--- src/rtl/keypad_scan_if.sv ---
// Keypad pin bundle plus the key code output toward the game core.
// The master side is the scanner and the slave side is the board or game core.
interface keypad_scan_if;
   logic [2:0] key_col;
   logic [3:0] key_row;
   logic [3:0] key_data;
   logic       key_valid;

   modport master (
      input  key_col,
      output key_row,
      output key_data,
      output key_valid
   );

   modport slave (
      output key_col,
      input  key_row,
      input  key_data,
      input  key_valid
   );
endinterface

--- src/rtl/keypad_scan.sv ---
// 3x4 matrix keypad scanner: drives one row low at a time, debounces the columns
// on a prescaled tick, and reports each physical press once as a 1-12 code.
//
// state    | meaning
// ---------+---------------------------------------------------------------
// SCAN     | rotate the active row each tick, looking for a single low column
// DEBOUNCE | row frozen, counting identical samples of the candidate key
// HOLD     | key accepted and reported, row frozen until the columns go high
// RELEASE  | counting consecutive none samples before the code is cleared
module keypad_scan #(
   parameter int CLK_DIV      = 25000,
   parameter int DEBOUNCE_CNT = 4
) (
   input  logic          clk,
   input  logic          rst_n,
   keypad_scan_if.master kp
);

   localparam int              PW     = (CLK_DIV > 2) ? $clog2(CLK_DIV) : 1;
   localparam logic [PW-1:0]   PRE_TC = PW'(CLK_DIV - 1);
   localparam logic [3:0]      DB_TC  = 4'(DEBOUNCE_CNT);

   typedef enum logic [1:0] {
      SCAN     = 2'd0,
      DEBOUNCE = 2'd1,
      HOLD     = 2'd2,
      RELEASE  = 2'd3
   } state_t;

   state_t        state_q, state_n;
   logic [PW-1:0] pre_q;
   logic          tick;
   logic [2:0]    col_m, col_s;
   logic [1:0]    row_idx_q, row_idx_n;
   logic [3:0]    row_q, row_n;
   logic [3:0]    cnt_q, cnt_n;
   logic [3:0]    cand_q, cand_n;
   logic [3:0]    data_q, data_n;
   logic          valid_q, valid_n;

   logic          samp_key;
   logic [1:0]    samp_col;
   logic [3:0]    samp_code;

   // Columns are asynchronous to clk and pulled high when idle.
   always_ff @(posedge clk or negedge rst_n) begin
      if (!rst_n) begin
         col_m <= 3'b111;
         col_s <= 3'b111;
      end else begin
         col_m <= kp.key_col;
         col_s <= col_m;
      end
   end

   always_ff @(posedge clk or negedge rst_n) begin
      if (!rst_n) begin
         pre_q <= '0;
      end else if (tick) begin
         pre_q <= '0;
      end else begin
         pre_q <= pre_q + 1'b1;
      end
   end

   assign tick = (pre_q == PRE_TC);

   // Only a single low column is a key; two or more low columns count as none.
   always_comb begin
      samp_key = 1'b1;
      samp_col = 2'd0;
      case (col_s)
         3'b110:  samp_col = 2'd0;
         3'b101:  samp_col = 2'd1;
         3'b011:  samp_col = 2'd2;
         default: samp_key = 1'b0;
      endcase
      samp_code = {2'b00, row_idx_q} + {1'b0, row_idx_q, 1'b0}
                + {2'b00, samp_col} + 4'd1;
   end

   always_ff @(posedge clk or negedge rst_n) begin
      if (!rst_n) begin
         state_q   <= SCAN;
         row_idx_q <= 2'd0;
         row_q     <= 4'b1110;
         cnt_q     <= 4'd0;
         cand_q    <= 4'd0;
         data_q    <= 4'd0;
         valid_q   <= 1'b0;
      end else begin
         state_q   <= state_n;
         row_idx_q <= row_idx_n;
         row_q     <= row_n;
         cnt_q     <= cnt_n;
         cand_q    <= cand_n;
         data_q    <= data_n;
         valid_q   <= valid_n;
      end
   end

   always_comb begin
      state_n   = state_q;
      row_idx_n = row_idx_q;
      cnt_n     = cnt_q;
      cand_n    = cand_q;
      data_n    = data_q;
      valid_n   = 1'b0;

      if (tick) begin
         case (state_q)
            SCAN: begin
               if (samp_key) begin
                  cand_n = samp_code;
                  cnt_n  = 4'd1;
                  if (DB_TC == 4'd1) begin
                     data_n  = samp_code;
                     valid_n = 1'b1;
                     state_n = HOLD;
                  end else begin
                     state_n = DEBOUNCE;
                  end
               end else begin
                  row_idx_n = row_idx_q + 2'd1;
               end
            end

            DEBOUNCE: begin
               if (samp_key && (samp_code == cand_q)) begin
                  cnt_n = cnt_q + 4'd1;
                  if ((cnt_q + 4'd1) == DB_TC) begin
                     data_n  = cand_q;
                     valid_n = 1'b1;
                     state_n = HOLD;
                  end
               end else begin
                  cnt_n     = 4'd0;
                  row_idx_n = row_idx_q + 2'd1;
                  state_n   = SCAN;
               end
            end

            HOLD: begin
               if (!samp_key) begin
                  cnt_n = 4'd1;
                  if (DB_TC == 4'd1) begin
                     data_n    = 4'd0;
                     cnt_n     = 4'd0;
                     row_idx_n = row_idx_q + 2'd1;
                     state_n   = SCAN;
                  end else begin
                     state_n = RELEASE;
                  end
               end
            end

            RELEASE: begin
               // A key reappearing here is bounce on the held key, never a new report.
               if (!samp_key) begin
                  cnt_n = cnt_q + 4'd1;
                  if ((cnt_q + 4'd1) == DB_TC) begin
                     data_n    = 4'd0;
                     cnt_n     = 4'd0;
                     row_idx_n = row_idx_q + 2'd1;
                     state_n   = SCAN;
                  end
               end else begin
                  cnt_n   = 4'd0;
                  state_n = HOLD;
               end
            end

            default: begin
               state_n = SCAN;
            end
         endcase
      end

      row_n = ~(4'b0001 << row_idx_n);
   end

   assign kp.key_row   = row_q;
   assign kp.key_data  = data_q;
   assign kp.key_valid = valid_q;

endmodule

--- src/flat_wrapper.sv ---
// flat-port wrapper written by rule: the top's interface ports become plain ports
module keypad_scan_flat 
#(
   parameter int CLK_DIV      = 25000,
   parameter int DEBOUNCE_CNT = 4
)
  (clk, rst_n, kp_key_col, kp_key_row, kp_key_data, kp_key_valid);
  keypad_scan_if kp_i ();
  input  logic clk;
  input  logic rst_n;
  input wire logic [$bits(kp_i.key_col)-1:0] kp_key_col;
  output wire logic [$bits(kp_i.key_row)-1:0] kp_key_row;
  output wire logic [$bits(kp_i.key_data)-1:0] kp_key_data;
  output wire logic [$bits(kp_i.key_valid)-1:0] kp_key_valid;
  assign kp_i.key_col = kp_key_col;
  assign kp_key_row = kp_i.key_row;
  assign kp_key_data = kp_i.key_data;
  assign kp_key_valid = kp_i.key_valid;
  keypad_scan #(.CLK_DIV(CLK_DIV), .DEBOUNCE_CNT(DEBOUNCE_CNT)) u_core (.clk(clk), .rst_n(rst_n), .kp(kp_i));
endmodule
--- config.mk ---
export PLATFORM = sky130hd
export DESIGN_NAME = keypad_scan_flat
export DESIGN_NICKNAME = d
export VERILOG_FILES = /design/src/rtl/keypad_scan_if.sv /design/src/rtl/keypad_scan.sv /design/src/flat_wrapper.sv
export SDC_FILE = /design/constraint.sdc
export NUM_CORES = 1
export LEC_CHECK = 0
export CORE_MARGIN = 10
export CORE_UTILIZATION = 58
export DETAILED_ROUTE_END_ITERATION = 12
export PLACE_DENSITY = 0.89
export RECOVER_POWER = 25
export SYNTH_ARGS = -nofsm -noshare
export SYNTH_HDL_FRONTEND = slang
export SYNTH_SLANG_ARGS = --single-unit
export TNS_END_PERCENT = 5
--- constraint.sdc ---
create_clock -name clk -period 6.4 [get_ports clk]
set_input_delay 1.28 -clock clk [delete_from_list [all_inputs] [get_ports clk]]
set_output_delay 1.28 -clock clk [all_outputs]
set_load 0.02 [all_outputs]
# --- After elaboration in Yosys (flattened, before gate mapping) ---
# Cells that the tools add are included.
totals:
  regBits: 42
  elab_cells: 74
  output_inout_bits: 9
op_classes:
  shift: 1
  addsub: 6
  n_eq_ne: 17
  mux: 31
  bitwise_logic: 1
  reduce_logical: 8
ops:
  columns: ["op", "n"]
  rows:
  - ["$mux 4", 9]
  - ["$mux 2", 11]
  - ["$pmux 4 s4", 1]
  - ["$add 15x1->15 const B", 1]
  - ["$eq 15x15->1 const B", 1]
  - ["$mux 15", 1]
  - ["$add 4x1->4 const B", 2]
  - ["$ne 2x1->1 const B", 4]
  - ["$pmux 2 s4", 1]
  - ["$pmux 4 s2", 1]
  - ["$eq 3x3->1 const B", 2]
  - ["$pmux 2 s3", 1]
  - ["$reduce_and 3->1", 2]
  - ["$reduce_and 6->1", 1]
  - ["$mux 1", 5]
  - ["$reduce_and 5->1", 1]
  - ["$add 2x3->4", 1]
  - ["$add 4x2->4", 1]
  - ["$eq 2x2->1 const B", 2]
  - ["$eq 4x3->1 const B", 1]
  - ["$eq 4x4->1", 1]
  - ["$ne 2x2->1 const B", 2]
  - ["$not 4->4", 1]
  - ["$pmux 2 s2", 1]
  - ["10 further kinds", 10]

# --- Longest topological paths before layout ---
logic_depth:
  depth_word: 11
  depth_mapped: 11

# --- Worst setup path after synthesis ---
# Ideal clock, no wire load.
synth_timing:
  path_type: "register to register"
  start: "reg u_core.col_s[2]"
  end: "reg u_core.row_idx_q[0]"
  required_ns: 6.278
  arrival_ns: 2.793
  stages_incl_launch_ff: 11
  path_slack_ns: 3.485
  cell_sequence: "dfstp_2 and3b_1 fa_1 ha_1 fa_1 xnor2_1 and4_1 o22ai_1 o21a_1 buf_4 xnor2_1"
synth_via:
  elab_chain_cells: 9
synth_rtl:
  columns: ["item", "line_no", "rtl"]
  rows:
  - ["from (decl)", "keypad_scan.sv:33", "logic [2:0] col_m, col_s;"]
  - ["from (signal assigned)", "keypad_scan.sv:52", "col_s <= col_m;"]
  - ["$eq 3x2->1 / $eq 3x3->1 (equally long branches)", "keypad_scan.sv:72", "case (col_s)"]
  - ["$pmux 2 s2 (*)", "keypad_scan.sv:72", null]
  - ["$add 4x2->4 (*)", "keypad_scan.sv:79", "+ {2'b00, samp_col} + 4'd1;"]
  - ["$add 4x1->4 (*)", "keypad_scan.sv:79", null]
  - ["via u_core.samp_code[2]", "keypad_scan.sv:43", "logic [3:0] samp_code;"]
  - ["$eq 4x4->1 (*)", "keypad_scan.sv:129", "if (samp_key && (samp_code == cand_q)) begin"]
  - ["$logic_and 1x1->1 (*)", "keypad_scan.sv:129", null]
  - ["$mux 2 (*)", "keypad_scan.sv:129", null]
  - ["$pmux 2 s3 (*)", "keypad_scan.sv:111", "case (state_q)"]
  - ["$mux 2 (*)", "keypad_scan.sv:110", "if (tick) begin"]
  - ["via u_core.row_idx_n[0]", "keypad_scan.sv:34", "logic [1:0] row_idx_q, row_idx_n;"]
  - ["to (signal assigned)", "keypad_scan.sv:93", "row_idx_q <= row_idx_n;"]
  - ["to (decl)", "keypad_scan.sv:34", null]
# Mark *: on every way through the listed nets, which the timed path passes. The rest lies on a longest branch.
# A chain may end at the register's enable or synchronous reset.

# --- Worst setup path in the final report ---
layout_timing:
  start: "reg u_core.col_s[2]"
  end: "reg u_core.data_q[2], in the netlist u_core.kp.key_data[2]"
layout_via:
  elab_chain_cells: 8
layout_rtl:
  columns: ["item", "line_no", "rtl"]
  rows:
  - ["$eq 3x2->1 / $eq 3x3->1 (equally long branches)", "keypad_scan.sv:72", null]
  - ["$pmux 2 s2 (*)", "keypad_scan.sv:72", null]
  - ["$add 4x2->4 (*)", "keypad_scan.sv:79", null]
  - ["$add 4x1->4 (*)", "keypad_scan.sv:79", null]
  - ["via u_core.samp_code[2]", "keypad_scan.sv:43", null]
  - ["$eq 4x4->1 (*)", "keypad_scan.sv:129", null]
  - ["$logic_and 1x1->1 (*)", "keypad_scan.sv:129", null]
  - ["$ne 2x1->1 (no line) (*)", null, null]
  - ["$reduce_and 6->1 (no line) (*)", null, null]
  - ["to (signal assigned)", "keypad_scan.sv:97", "data_q <= data_n;"]
  - ["to (decl)", "keypad_scan.sv:38", "logic [3:0] data_q, data_n;"]
# Marks and branches as above.

==> results.py <==
metrics = {
    "power": {
        "p_per_area_nw_per_um2": 198,
        "ir_drop_v": 0.000146,
        "p_leak_nw": 1.02,
    },
    "floorplan": {
        "pin_count": 14,
        "coreArea_um2": 3420,
        "die_w_um": 80.3,
        "die_area_um2": 6450,
        "rows": 21,
        "die_y_um": 80.3,
        "start_util": 0.618,
    },
    "worst_setup_path": {
        "worstSetupPathType": "flip-flop to flip-flop",
        "crit_chain": "and3b_1 -> fa_1 -> ha_1 -> fa_1 -> xnor2_1 -> and4_1 -> a21o_1 -> nor2b_1 -> mux2i_1",
        "reg2reg_depth": 9,
        "critical_path_arrival_ns": 3.61,
        "max_stage_delay_ns": 0.60,
        "cp_slowest_cell": "dfstp_2",
        "path_buf_inv": 0,
        "cp.required_ns": 6.67,
        "r2r_end": "u_core.kp.key_data[2]$_DFFE_PN0P_",
        "cp-start-kind": "flip-flop",
        "crit_family": "adder cells",
        "cp-end-kind": "flip-flop",
        "cpMostUsedCell": "fa_1",
        "rr_startpoint": "u_core.col_s[2]$_DFF_PN1_",
        "rrSetupSlack_ns": 3.06,
        "cp_max_fo": 6,
    },
    "timing": {
        "grt_setup_unrepaired": "false",
        "clock-skew-final_ns": 0.0163,
        "timing.final.ws_setup_ns": 3.06,
        "tns_ns": 0,
        "hold_viol_final": 0,
        "tightest_slew_ns": 2.09,
        "slew_headroom": -0.390,
        "period_share": 0.521,
        "layout_min_cycle_time_ns": 3.34,
        "hold_slack_ns": 0.367,
        "setup_viol": 0,
        "slew_viol_final": 43,
        "fmax_mhz": 300,
    },
    "synth": {
        "synthArstFlopShare": 1.00,
        "ys_top_cells_by_area": "dfrtp_1 (39%), dfstp_2 (11%), xor2_1 (5.0%)",
        "netlist-cell-type-count": 46,
        "synth_edf_count": 0,
        "synth_top_area_cell": "dfrtp_1",
        "synth_top_area_frac": 0.391,
        "yosysWarnings": 0,
        "synth_cells": 191,
        "synthMostInstantiatedCell": "dfrtp_1",
        "synth_area_um2": 2110,
        "synth_ff_type": "dfrtp_1",
        "synth_nets": 203,
        "ys_top_cells_by_count": "dfrtp_1 (33), nand2_1 (20), nor2_1 (15), xor2_1 (12), xnor2_1 (10)",
        "ys_ff_latch": 42,
        "yosysSeqAreaShare": 0.503,
        "syn_avg_cell_area_um2": 11.1,
    },
    "outcome": {
        "violations": "max-capacitance violations, max-slew violations",
        "outcome": "finished, violations left",
    },
    "route": {
        "wl_per_cell_um": 14.4,
        "drc": 0,
        "routed.top_layer": "met4",
        "drt-met1-wl_um": 1730,
        "vias_per_cell": 5.62,
        "ant_nets": 0,
        "num_vias": 1410,
        "wl_met3_um": 137,
        "routed-wl-met2_um": 1710,
        "drtIter0Drc": 78,
        "dr.pass1.iters": 4,
        "wl_um": 3610,
    },
    "global_route": {
        "grt_overflow_total": 0,
        "grt_pass1_wl_um": 6260,
        "grt_pass1_vias": 1349,
        "antenna_found_initial": 0,
        "grt_max_degree": 43,
        "grt_use_total": 0.122,
    },
    "clock_network": {
        "root_buffer": "clkbuf_4",
        "numCtsBuffers": 5,
        "clock-sinks": 42,
        "cts_tree": "built",
        "clk_pin_slew_worst_paths_ns": 0.11,
        "holdBufCountCts": 0,
        "cts_buffer_depth": 2,
        "htree_levels": 2,
        "cts-resized-gates": 0,
        "postCtsSetupBuffers": 0,
        "clkLatencyLatePin_ns": 0.36,
    },
    "job": {
        "drv_cap": 1,
    },
    "place": {
        "place_area_um2": 2250,
        "dp_hpwl_um": 2680,
        "place_ws_ns": 3.10,
        "dp.cells": 243,
        "portBuffers": 13,
        "gp_congestion": 0.929,
    },
    "min_path": {
        "hp-class": "flip-flop to flip-flop",
        "hold_end": "u_core.col_s[0]$_DFF_PN1_",
        "hp-start": "u_core.col_m[0]$_DFF_PN1_",
        "worstHoldPathCells": 0,
    },
    "finish": {
        "nets": 216,
        "synthToLayoutAreaGrowth_pct": 10.4,
        "drive_above_1_share": 0.112,
        "fin_cells": 251,
        "n_antenna_cell": 0,
        "fillers": 234,
        "seq_area_um2": 1060,
        "design_area_um2": 2330,
        "multi_input_area_um2": 968,
    },
}
==> stage by stage <==
| step | power [mW] | util |
|---|---|---|
| 2_1_floorplan | 0.283 | - |
| 3_3_place_gp | 0.291 | 0.658 |
| 3_5_place_dp | 0.292 | 0.658 |
| 4_1_cts | 0.466 | 0.683 |
| 5_1_grt | 0.481 | 0.682 |
| 6_report | 0.462 | 0.682 |
==> worst register-to-register path, delay by kind of cell (launching register included) <==
family	cells	cell delay, ns
AO/OA/AOI/OAI	1	0.17
adder cells (fa/ha/maj)	3	1.13
AND/OR/NAND/NOR	3	0.91
multiplexers	1	0.25
XOR/XNOR	1	0.21
flip-flops	1	0.60
==> layout by cell type, fill, tap and decap left out, types with 3 or more instances in the layout <==
cell / Yosys / final
dfrtp_1: 33 / 33
nand2_1: 20 / 20
nor2_1: 15 / 15
xor2_1: 12 / 12
xnor2_1: 10 / 10
inv_1: 9 / 9
mux2i_1: 9 / 9
nand3_1: 9 / 9
clkdlybuf4s50_1: 0 / 9
dfstp_2: 9 / 9
ha_1: 5 / 5
clkbuf_4: 0 / 5
a21oi_1: 4 / 4
mux2_2: 4 / 4
and3b_1: 3 / 3
nor2b_1: 3 / 3
and3_1: 3 / 3
dlygate4sd3_1: 0 / 3
==> power by group <==
part	switching, mW	internal (mW)
Clock	0.0816	0.0933
Combinational	0.0107	0.00555
Sequential	0.00201	0.269
==> registers in the layout (all words and copies together) (netlist names) <==
name,cells
u_core.pre_q,15
u_core.cand_q,4
u_core.cnt_q,4
u_core.kp.key_data,4
u_core.kp.key_row,4
u_core.col_m,3
u_core.col_s,3
u_core.row_idx_q,2
u_core.state_q,2
u_core.kp.key_valid,1
==> layout make-up <==
class                      count  area share
multi-input combinational    133       0.415
inverter                       9      0.0145
clock buffer                   7      0.0236
timing repair buffer          13      0.0531
tap                           46      0.0247
sequential                    42       0.456
clock inverter                 1      0.0129
==> cells by family after synthesis <==
group | after synthesis | share of synthesized area
flops | 42 | 0.503
fa+ha+maj | 7 | 0.0486
mux | 13 | 0.0640
buf+inv | 16 | 0.0379
xor+xnor | 22 | 0.0913
compound gates | 23 | 0.0800
simple gates | 68 | 0.175
==> routing by layer <==
metal / up-vias / track usage
met5: - / 0
met1: 696 / 0.157
li1: 684 / -
met4: 0 / 0.0528
met2: 25 / 0.182
met3: 5 / 0.0390
==> worst max-delay path by stage <==
stage | startpoint | to | slack, ns | cells after the start
2_1_floorplan | u_core.col_s[2]$_DFF_PN1_ | u_core.row_idx_q[0]$_DFF_PN0_ | 3.48 | 10
3_3_place_gp | u_core.col_s[2]$_DFF_PN1_ | u_core.kp.key_data[0]$_DFFE_PN0P_ | 3.25 | 9
3_5_place_dp | u_core.col_s[2]$_DFF_PN1_ | u_core.kp.key_data[2]$_DFFE_PN0P_ | 3.10 | 9
4_1_cts | u_core.col_s[2]$_DFF_PN1_ | u_core.kp.key_data[2]$_DFFE_PN0P_ | 3.07 | 9
5_1_grt | u_core.col_s[2]$_DFF_PN1_ | u_core.kp.key_data[2]$_DFFE_PN0P_ | 2.83 | 9
6_report | u_core.col_s[2]$_DFF_PN1_ | u_core.kp.key_data[2]$_DFFE_PN0P_ | 3.06 | 9
Note: power is estimated with default switching activity, not from simulation.
